## src/rtl/shift_reg_sequencer.sv

```systemverilog
// Command sequencer for a 4-bit universal shift register: accepts LOAD/SHR/SHL/ROTR
// commands over valid/ready and drives the register's mode and serial pins.
module shift_reg_sequencer #(
  parameter int WIDTH = 4,
  parameter int CNT_W = 3
) (
  input  logic             clk,
  input  logic             clear_b,
  input  logic             cmd_valid,
  output logic             cmd_ready,
  input  logic [1:0]       cmd_op,
  input  logic [WIDTH-1:0] cmd_data,
  input  logic [CNT_W-1:0] cmd_count,
  input  logic             ser_in,
  input  logic [WIDTH-1:0] A_par,
  output logic             s1,
  output logic             s0,
  output logic             MSB_in,
  output logic             LSB_in,
  output logic [WIDTH-1:0] I_par,
  output logic             busy,
  output logic             done
);

  localparam logic [1:0] ST_IDLE  = 2'd0;
  localparam logic [1:0] ST_LOAD  = 2'd1;
  localparam logic [1:0] ST_SHIFT = 2'd2;
  localparam logic [1:0] ST_DONE  = 2'd3;

  localparam logic [1:0] OP_LOAD = 2'b00;
  localparam logic [1:0] OP_SHR  = 2'b01;
  localparam logic [1:0] OP_SHL  = 2'b10;
  localparam logic [1:0] OP_ROTR = 2'b11;

  logic [1:0]       state_q, state_d;
  logic [1:0]       op_q, op_d;
  logic [WIDTH-1:0] data_q, data_d;
  logic [CNT_W-1:0] count_q, count_d;

  // Only the LSB of the register feeds back (rotate right); upper bits are unused.
  logic unused_a_par_hi;
  assign unused_a_par_hi = ^A_par[WIDTH-1:1];

  always_comb begin
    state_d = state_q;
    op_d    = op_q;
    data_d  = data_q;
    count_d = count_q;
    case (state_q)
      ST_IDLE: begin
        if (cmd_valid) begin
          op_d    = cmd_op;
          data_d  = cmd_data;
          count_d = cmd_count;
          if (cmd_op == OP_LOAD) begin
            state_d = ST_LOAD;
          end else if (cmd_count != '0) begin
            state_d = ST_SHIFT;
          end else begin
            state_d = ST_DONE;
          end
        end
      end
      ST_LOAD: begin
        state_d = ST_DONE;
      end
      ST_SHIFT: begin
        count_d = count_q - CNT_W'(1);
        if (count_q == CNT_W'(1)) begin
          state_d = ST_DONE;
        end
      end
      default: begin
        state_d = ST_IDLE;
      end
    endcase
  end

  always_ff @(posedge clk or negedge clear_b) begin
    if (!clear_b) begin
      state_q <= ST_IDLE;
      op_q    <= OP_LOAD;
      data_q  <= '0;
      count_q <= '0;
    end else begin
      state_q <= state_d;
      op_q    <= op_d;
      data_q  <= data_d;
      count_q <= count_d;
    end
  end

  // Mode pins depend only on registered state/op; serial pins follow ser_in/A_par live.
  always_comb begin
    s1        = 1'b0;
    s0        = 1'b0;
    MSB_in    = 1'b0;
    LSB_in    = 1'b0;
    I_par     = data_q;
    busy      = (state_q != ST_IDLE);
    cmd_ready = (state_q == ST_IDLE);
    done      = (state_q == ST_DONE);
    case (state_q)
      ST_LOAD: begin
        s1 = 1'b1;
        s0 = 1'b1;
      end
      ST_SHIFT: begin
        case (op_q)
          OP_SHR: begin
            s0     = 1'b1;
            MSB_in = ser_in;
          end
          OP_SHL: begin
            s1     = 1'b1;
            LSB_in = ser_in;
          end
          OP_ROTR: begin
            s0     = 1'b1;
            MSB_in = A_par[0];
          end
          default: begin
            s1 = 1'b0;
          end
        endcase
      end
      default: begin
        s1 = 1'b0;
      end
    endcase
  end

endmodule

```

## config.mk

```make
export PLATFORM = sky130hd
export DESIGN_NAME = shift_reg_sequencer
export DESIGN_NICKNAME = d
export VERILOG_FILES = /design/src/rtl/shift_reg_sequencer.sv
export SDC_FILE = /design/constraint.sdc
export NUM_CORES = 1
export LEC_CHECK = 0
export ABC_AREA = 1
export BUFFER_PORTS_ARGS = -buffer_cell sky130_fd_sc_hd__buf_2
export CAP_MARGIN = 0
export CORE_MARGIN = 1
export CORE_UTILIZATION = 49
export CTS_CLUSTER_DIAMETER = 50
export DETAILED_ROUTE_END_ITERATION = 12
export GPL_TIMING_DRIVEN = 0
export PLACE_DENSITY = 0.81
export SLEW_MARGIN = 20
export SYNTH_ARGS = -nofsm -noshare
export SYNTH_HDL_FRONTEND = slang
export SYNTH_SLANG_ARGS = --single-unit
```

## constraint.sdc

```tcl
create_clock -name clk -period 3.02 [get_ports clk]
set_input_delay 0.151 -clock clk [delete_from_list [all_inputs] [get_ports clk]]
set_output_delay 0.151 -clock clk [all_outputs]
set_load 0.005 [all_outputs]
```

* After elaboration in Yosys (flattened, before gate mapping)
Index checks and enable logic that the tools add are counted.
Word-level totals: input bits 17, bits in registers 11, logic and storage cells 38
Operators by class: eq/ne operators 9, reductions and logical operators 9, add/subtract/negate cells 1, multiplexer cells 15
Operators by type and width (count):
- $eq A2 B2 Y1 const B | 4
- $mux W1 | 6
- $mux W2 | 3
- $pmux W1 S2 | 3
- $pmux W2 S3 | 1
- $pmux W3 S2 | 1
- $reduce_and A2 Y1 | 3
- $eq A2 B1 Y1 const B | 2
- $logic_not A2 Y1 | 2
- $ne A2 B2 Y1 const B | 2
- $reduce_bool A2 Y1 | 2
- $eq A3 B1 Y1 const B | 1
- $mux W3 | 1
- $reduce_bool A3 Y1 | 1
- $sub A3 B1 Y3 const B | 1
- $reduce_or A2 Y1 | 1

* Logic depth before layout (Yosys ltp)
Gate-level depths: netlist of the first run.
depth in word-level cells 5, mapped depth 8

* Worst setup path before layout of the first run
OpenSTA, ideal clock, no wires.
path type register to register, from reg state_q[0], to reg count_q[2], path buffers 0, path slack 1643 ps, data arrival time 1258 ps, library setup time 119 ps, stages on the path, launching flop included 8, cell sequence dfrtp_1 inv_1 ha_1 nand2_2 o21ai_2 o21ai_1 nor2_1 nor2_1
Between the ends: word-level cells in the longest chain between the ends 3, elaborated cells on any way between the ends 6
Ends and longest elaborated chain:
- start, declared | RTL line 35 | logic [1:0] state_q, state_d;
- start signal, assigned | RTL line 86 | state_q <= state_d;
- $logic_not A2 Y1 (*)
- via cmd_ready | RTL line 10 | output logic cmd_ready,
- $ne A2 B2 Y1 (no line) or $reduce_bool A2 Y1 (tied branches)
- $reduce_and A2 Y1 (no line)
- end signal, assigned | RTL line 89 | count_q <= count_d;
- end, declared | RTL line 38 | logic [CNT_W-1:0] count_q, count_d;
The timed path passes the listed nets; every way through them passes the cells marked *. A chain may end at the register's enable or synchronous reset.

* Worst setup path after layout of the first run
from reg state_q[0], to out s1
Between the ends: word-level cells in the longest chain between the ends 2, elaborated cells on any way between the ends 3
Ends and longest elaborated chain:
- $eq A2 B2 Y1 or $eq A2 B1 Y1 (tied branches) | RTL line 103 | case (state_q)
- $pmux W1 S2 (*) | RTL line 103
- end, declared | RTL line 16 | output logic s1,
Mark *: on every way between the ends. The rest lies on a longest branch, timed or not.

==> flow_results.org, run 1 <==
** CTS
- The number of clock buffers added by TritonCTS is 3.
- Latest clock arrival within the worst-skew pair :: 0.27 ns
- Buffers inserted by post-CTS timing repair :: 0
- TritonCTS clock tree :: done
- The tree built by TritonCTS fans out to 11 sinks.
- The number of gates resized after CTS was 0.
- Buffers inserted to repair hold after CTS numbered 1.
- Clock transition at the registers of the reported paths :: roughly 0.06 ns
- Number of buffers on the longest clock path :: 2
- Root Driver :: clkbuf_4
- H-tree Lvls :: 1

** Worst setup path
- Arrival time at the worst endpoint :: ~1.6 ns
- Startpoint types :: flip-flop
- Tracing the worst setup path back leads to its startpoint at state_q[0].
- The worst register-to-register path begins at state_q[0].
- Worst R2R Path Depth :: 7
- Register-to-Register Setup Slack :: 1.43 ns
- The critical path is of the reg2out type.
- Critical register-to-register path endpoint :: count_q[2]
- STA classifies the critical path endpoint as a primary output.
- For the worst setup path, the data required time is around 2.9 ns.
- In this run the worst path has a maximum fanout of 6.

** STA
- After layout, the worst path uses between 50% and 60% of the clock period.
- After routing, the total negative slack on setup checks comes to 0 ns.
- Count of final hold-check violations :: 0
- The worst pin sits at a relative slew slack of between 80% and 90%.
- Clock period minus final worst setup slack :: 1.74 ns
- Smallest setup slack after layout :: between 1 and 1.5 ns
- Based on the critical path, the design can be clocked at up to 576 MHz.
- Post-route clock skew :: about 0.007 ns
- The count of final max-slew check failures is 0.
- Setup-violating endpoint count in the final report :: 0
- Worst-margin pin slew :: about 0.28 ns
- Setup repair after global routing left no endpoint under its margin.

** Final layout
- In the final layout, the share of cells above drive strength 1 is 25.8%.
- At the end of the flow the core is filled with cells to a little under three quarters.
- The number of antenna diodes in the final layout is 0.
- After filler insertion, the fill cell instance count of the layout stands at 88.
- The area growth from synthesis to layout is 26.0%.
- Total number of nets in the final design :: around 150

** Global route
- Number of global-route vias before repair :: 541
- Maximum number of pins on one net before global-route repair :: 12
- Summed over all layers, the global routing overflow is 0.
- The first global-routing pass estimated ~2200 um of wire.
- GRT Util Overall :: 22.6%
- The initial antenna violation count is 0.

** Detailed routing
- Total via count after detailed routing :: approximately 640
- Number of optimization iterations in the first detailed-route pass :: 4
- Dividing the detail-routed wire length by the instance count gives 10.2 um.
- DRT antenna net count :: 0
- Detailed-route DRC error count :: 0
- Wires add up to around 1400 um.
- The detailed router finished its first iteration with 12 violations.
- Routed via count divided by cell count :: 4.77

** Worst hold path
- Number of cells on the worst hold path :: 3
- Worst min-delay path category :: in2reg
- The worst hold path terminates at I_par[1].
- In this run the most critical hold path is launched from cmd_data[1].

** Logic synthesis
- After synthesis, the cell types taking the most area are dfrtp_1 (41%), nand2_1 (20%), ha_1 (13%).
- When the netlist entered floorplanning its net count stood at approximately 120.
- The synthesized netlist occupies a cell area of around 670 um^2.
- Largest area contributor in the synthesized netlist :: dfrtp_1
- Yosys mapped the design onto 14 distinct sky130hd cell types.
- After technology mapping, the gate count stands at 91.
- Counting flops and latches in the post-synthesis netlist gives 11.
- The top cell type by area accounts for between 40% and 50% of the synthesized area.
- After synthesis, flip-flops and latches occupy 41.1% of the total area.
- Mean area per synthesized cell :: approximately 7.4 um^2
- Synth Warn # :: 0

** Job
- Maximum Capacitance Violations :: 0

** Die
- Once the floorplan was initialized, standard cells occupied a little under three fifths of the core.
- The total area inside the core boundary comes to about 0.0012 mm^2.
- After floorplanning, the core was divided into 12 placement rows.
- The die is 39.0 um wide.
- Die Y :: roughly 39 um
- 28 I/O pins were placed.
- Die footprint :: roughly 0.0015 mm^2

** Place
- The congestion estimate from routability-driven global placement came to 0.735.
- The wire-length estimate of the detail-placed layout is about 1100 um.
- At the placement stage, the worst setup path has a slack of ~1.4 ns.
- Input/output buffers :: 24

** Power and ir drop
- The worst-case IR drop observed on VDD is between 0.7 and 0.8 mV.
- Total power density per cell area :: around 980 mW/mm^2
- Leakage power figure :: around 0.51 nW

** Status
- The run finished with clean final reports.
==> metal layers <==
layer	wire [um]	global-route usage, %	up-vias
met5	0	0	-
met2	698	40.4	17
li1	-	-	339
met1	597	24.8	279
met3	66	8.67	4
met4	11	5.17	0
==> synth_stat cells <==
master     n
nor2_1     7
nand2_2    1
o211ai_1   1
ha_1       7
o21ai_1    3
inv_2      2
dfrtp_1   11
inv_1     13
a211oi_1   1
or2_1      2
o21ai_0    3
a21oi_1    4
nand2_1   35
o21ai_2    1
==> cell type report <==
cell class	count	area, um^2	share of cell area (%)
repair buffers	25	130	15.4
well taps	14	17.5	2.08
multi-input cells	65	338	40.1
flip-flops and latches	11	275	32.6
inverters	15	56.3	6.68
clock buffers	4	26.3	3.12
==> stage by stage <==
stage / hold slack [ns] / cells / power, W / area (um^2)
6_report: 0.0723 / 134 / 0.000823 / 843
5_1_grt: 0.0895 / 134 / 0.000913 / 843
2_1_floorplan: -0.145 / 91 / 0.000573 / 669
3_3_place_gp: 0.0318 / 129 / 0.000697 / 807
4_1_cts: 0.0722 / 134 / 0.000826 / 843
3_5_place_dp: 0.0288 / 129 / 0.000724 / 807
==> kinds of logic after synthesis <==
logic type / after synthesis / synth area share, %
buf+inv: 15 / 8.41
compound gates: 13 / 11.0
fa+ha+maj: 7 / 13.1
simple gates: 45 / 26.4
flops: 11 / 41.1
==> registers in the layout, summed over array words and instances (netlist names) <==
name     flops
op_q         2
count_q      3
I_par        4
state_q      2
==> power by group <==
group          switching (W)  internal (W)  total [W]
registers          0.0000589      0.000222   0.000281
clock network      0.0000507     0.0000512   0.000102
logic               0.000261      0.000179   0.000440
total               0.000371      0.000452   0.000823
==> placed cells by master (no fill, tap or decap), drive strengths merged <==
cell type    instances
buf                 24
o21ai                7
or2                  2
a211oi               1
nor2                 7
nand2               36
o211ai               1
clkbuf               4
ha                   7
dlygate4sd3          1
dfrtp               11
a21oi                4
inv                 15
==> worst max-delay path, stage by stage (launching register included) <==
cell and delay [ns]:
dfrtp_1 0.43, inv_1 0.11, ha_1 0.28, inv_2 0.10
nor2_1 0.09, nand2_1 0.07, a21oi_1 0.12, buf_2 0.12
==> worst max path at each step <==
stage                 endpoint  slack, ns
floorplan           count_q[2]       1.64
finish                      s1       1.28
global placement    count_q[2]       1.51
CTS                         s1       1.28
global route                s1       1.14
detailed placement  count_q[2]       1.45
(Power assumes the default switching activity.)
==> inputs of run 2 (changes only) <==
--- a/config.mk
+++ b/config.mk
@@ -9,11 +9,11 @@
 export BUFFER_PORTS_ARGS = -buffer_cell sky130_fd_sc_hd__buf_2
 export CAP_MARGIN = 0
 export CORE_MARGIN = 1
-export CORE_UTILIZATION = 49
+export CORE_UTILIZATION = 41
 export CTS_CLUSTER_DIAMETER = 50
 export DETAILED_ROUTE_END_ITERATION = 12
 export GPL_TIMING_DRIVEN = 0
-export PLACE_DENSITY = 0.81
+export PLACE_DENSITY = 0.73
 export SLEW_MARGIN = 20
 export SYNTH_ARGS = -nofsm -noshare
 export SYNTH_HDL_FRONTEND = slang
==> constraint.sdc (replaced) <==
create_clock -name clk -period 1.4 [get_ports clk]
set_input_delay 0.07 -clock clk [delete_from_list [all_inputs] [get_ports clk]]
set_output_delay 0.07 -clock clk [all_outputs]
set_load 0.005 [all_outputs]
==> flow_results.org, run 2 (same netlist as run 1, synthesis figures left out) <==
** Status
- The flow ran to the end, but the final reports show violations.
- The final reports fail on setup timing.

** Detailed routing
- In the routed layout, each cell is associated on average with a via count of 4.87.
- The detailed router finished its first iteration with 8 violations.
- The first TritonRoute pass finished after 4 iterations.
- WL per Instance :: roughly 11 um
- The detail route stage leaves a number of antenna-violating nets equal to 0.
- For this block, the routed nets add up to 1540 um of wire.
- Detailed routing inserted a total of about 690 vias.
- After detailed routing, the number of remaining DRC violations is 0.

** Die
- Placeable core region :: 0.00152 mm^2
- In this run the vertical extent of the chip is roughly 42 um.
- Starting density of the core :: 43.9%
- The initialized floorplan defines 14 standard-cell rows.
- Die Width :: about 42 um
- Die footprint :: roughly 0.0018 mm^2
- 28 I/O pins were placed.

** Final layout
- For this run, the share of the core covered by cells in the final layout is approximately three fifths.
- Leaving out fill and tap cells, the most frequent cell in the layout is nand2_1.
- Leaving out fill and tap cells, the most frequent cells in the layout are nand2_1 (34), buf_2 (24), dfrtp_1 (10), inv_1 (10), nor2_1 (6).
- The layout has roughly 150 filler cells.
- Total number of nets in the final design :: 150
- Of the cells placed in the final design, the portion with a size suffix greater than 1 is 36.8%.
- Relative to the synthesized area, the layout overhead comes to 39.1%.
- Number of inserted diodes :: 0
- Flip-flop count of the largest register, all copies and words added :: 4

** Place
- Final weighted congestion in routability-driven placement :: 0.686
- After legalization and detailed placement, the total HPWL measured ~1100 um.
- Input/output buffers :: 24

** STA
- Once routing completed, OpenROAD measured the worst setup slack at -0.0395 ns.
- Worst hold margin :: approximately 0.0038 ns
- Setup-violating endpoint count in the final report :: 4
- At the pin with the least slew margin, the transition time is 0.250 ns.
- Clock period minus final worst setup slack :: 1.44 ns
- Setup repair after global routing could not meet its margin everywhere.
- Period utilization :: 103%
- Post-route clock skew :: ~0.0012 ns
- The count of final max-slew check failures came to 0.
- The hold violation count in the final report was 0.
- Timing would allow up to between 600 and 700 MHz.
- Headroom to the max-slew limit came out at 83.3%.

** CTS
- Number of buffers on the longest clock path :: 2
- Clock-pin slew was measured on the worst setup and hold paths at about 0.06 ns.
- Latest clock arrival within the worst-skew pair :: between 0.2 and 0.3 ns
- TritonCTS Buffers :: 3
- TritonCTS built the clock tree.
- Root Driver :: clkbuf_4
- In this run the number of H-tree levels came out at 1.
- Counting every sink on the clock net gives 11.

** Worst hold path
- The worst hold path was traced through 3 stages.
- Worst min-delay path category :: in2reg

** Worst setup path
- Worst Path Max Fanout :: 4
- Arrival time at the worst endpoint :: between 1 and 1.5 ns
- Crit-path slowest cell :: dfrtp_1
- Counting buffers and inverters, the worst setup path is 6 cells deep.
- CP most frequent cell :: inv_2
- The worst setup path is launched from a flip-flop.
- STA puts the critical path data required time at 1.33 ns.
- Number of buffers and inverters on the critical path :: 4
- STA classifies the critical path endpoint as a primary output.
- Critical Setup Path Class :: reg2out
- Worst R2R Path Depth :: 9
- The cell family contributing the most delay on the critical path is flip-flops.
- Traced cell by cell, the critical path runs through inv_2, buf_4, ha_4, inv_2, a21oi_1, buf_2.
- Critical Path Max Stage Delay :: roughly 0.38 ns

** Power and ir drop
- VDD IR max :: 1.03 mV
- In this run the power density over the cells is 2210 mW/mm^2.
- The analysis attributes to cell leakage a power of about 0.54 nW.

** Job
- Across the run, the number of max-cap violations was 0.

** Global route
- Global routing consumed, over all layers together, around a fifth of the routing resources.
- Initial antenna violation count :: 0
- The via count of the first global-routing pass is roughly 670.
- Summed over all layers, the global routing overflow is 0.
- Entering global routing, the biggest net connects 12 pins.
- Wire length of the first global-routing pass :: 2660 um
[run 2: changes by cell type in the layout (fill, tap and decap cells not counted), moves of 2 or more]
cell,change
inv_2,+2
buf_4,+5
inv_1,-3
ha_1,-2
ha_4,+2
[run 2: worst paths after layout]
kind	slack, ns	endpoint	startpoint
hold reg to reg	0.48	I_par[1]	I_par[1]
max in group asynchronous	0.98	state_q[1]	clear_b
hold / removal	0.004	I_par[1]	cmd_data[1]
setup / recovery	-0.04	s1	state_q[0]
setup reg to reg	-0.01	state_q[0]	state_q[0]
min in group asynchronous	0.21	I_par[0]	clear_b
[run 2: layout make-up]
| class | instances | area [um^2] | area share, % |
|---|---|---|---|
| Sequential cell | 11 | 277 | 29.7 |
| Inverter | 15 | 58.8 | 6.32 |
| Multi-Input combinational cell | 65 | 382 | 41.0 |
| Timing Repair Buffer | 30 | 168 | 18.0 |
| Clock buffer | 4 | 26.3 | 2.82 |
| Tap cell | 16 | 20.0 | 2.15 |
[run 2: timing repair]
action / 4_1_cts / 5_1_grt
setup buffers: 4 / 1
gates resized for setup: 9 / 5
hold buffers: 1 / 0
hold endpoints to repair: 11 / 0
pin swaps: 1 / 2
setup endpoints to repair: 9 / 9
[run 2: power by group]
part | total (W) | internal (W) | switching [W]
clock network | 0.000201 | 0.000110 | 0.0000911
registers | 0.000612 | 0.000482 | 0.000130
logic | 0.00125 | 0.000559 | 0.000687
total | 0.00206 | 0.00115 | 0.000908
[run 2: worst reg2reg max path, stage by stage, from the launching register on]
cell and delay [ns]:
dfrtp_1 0.40, inv_2 0.09, buf_4 0.12, ha_4 0.19, inv_2 0.04, or2_1 0.21, nand2_2 0.08, nor2_1 0.06
nand2_1 0.07, nand2_1 0.05
[run 2: through the flow]
step	total power, W	cells	area, um^2	TNS, ns	worst slack, ns
after floorplan	0.00124	91	669	0	0.0228
after detailed placement	0.00156	131	810	-0.418	-0.154
final	0.00206	141	931	-0.0675	-0.0395
after global placement	0.00151	131	810	-0.211	-0.115
after global routing	0.00227	141	931	-0.577	-0.116
after CTS	0.00197	140	911	0	0.00224
[run 2: routing by layer]
layer	wire length (um)	up-vias	global-route usage [%]
met3	75	4	2.59
met1	659	311	22.1
met5	0	-	0
met4	23	0	10.0
met2	784	26	34.8
li1	-	345	-
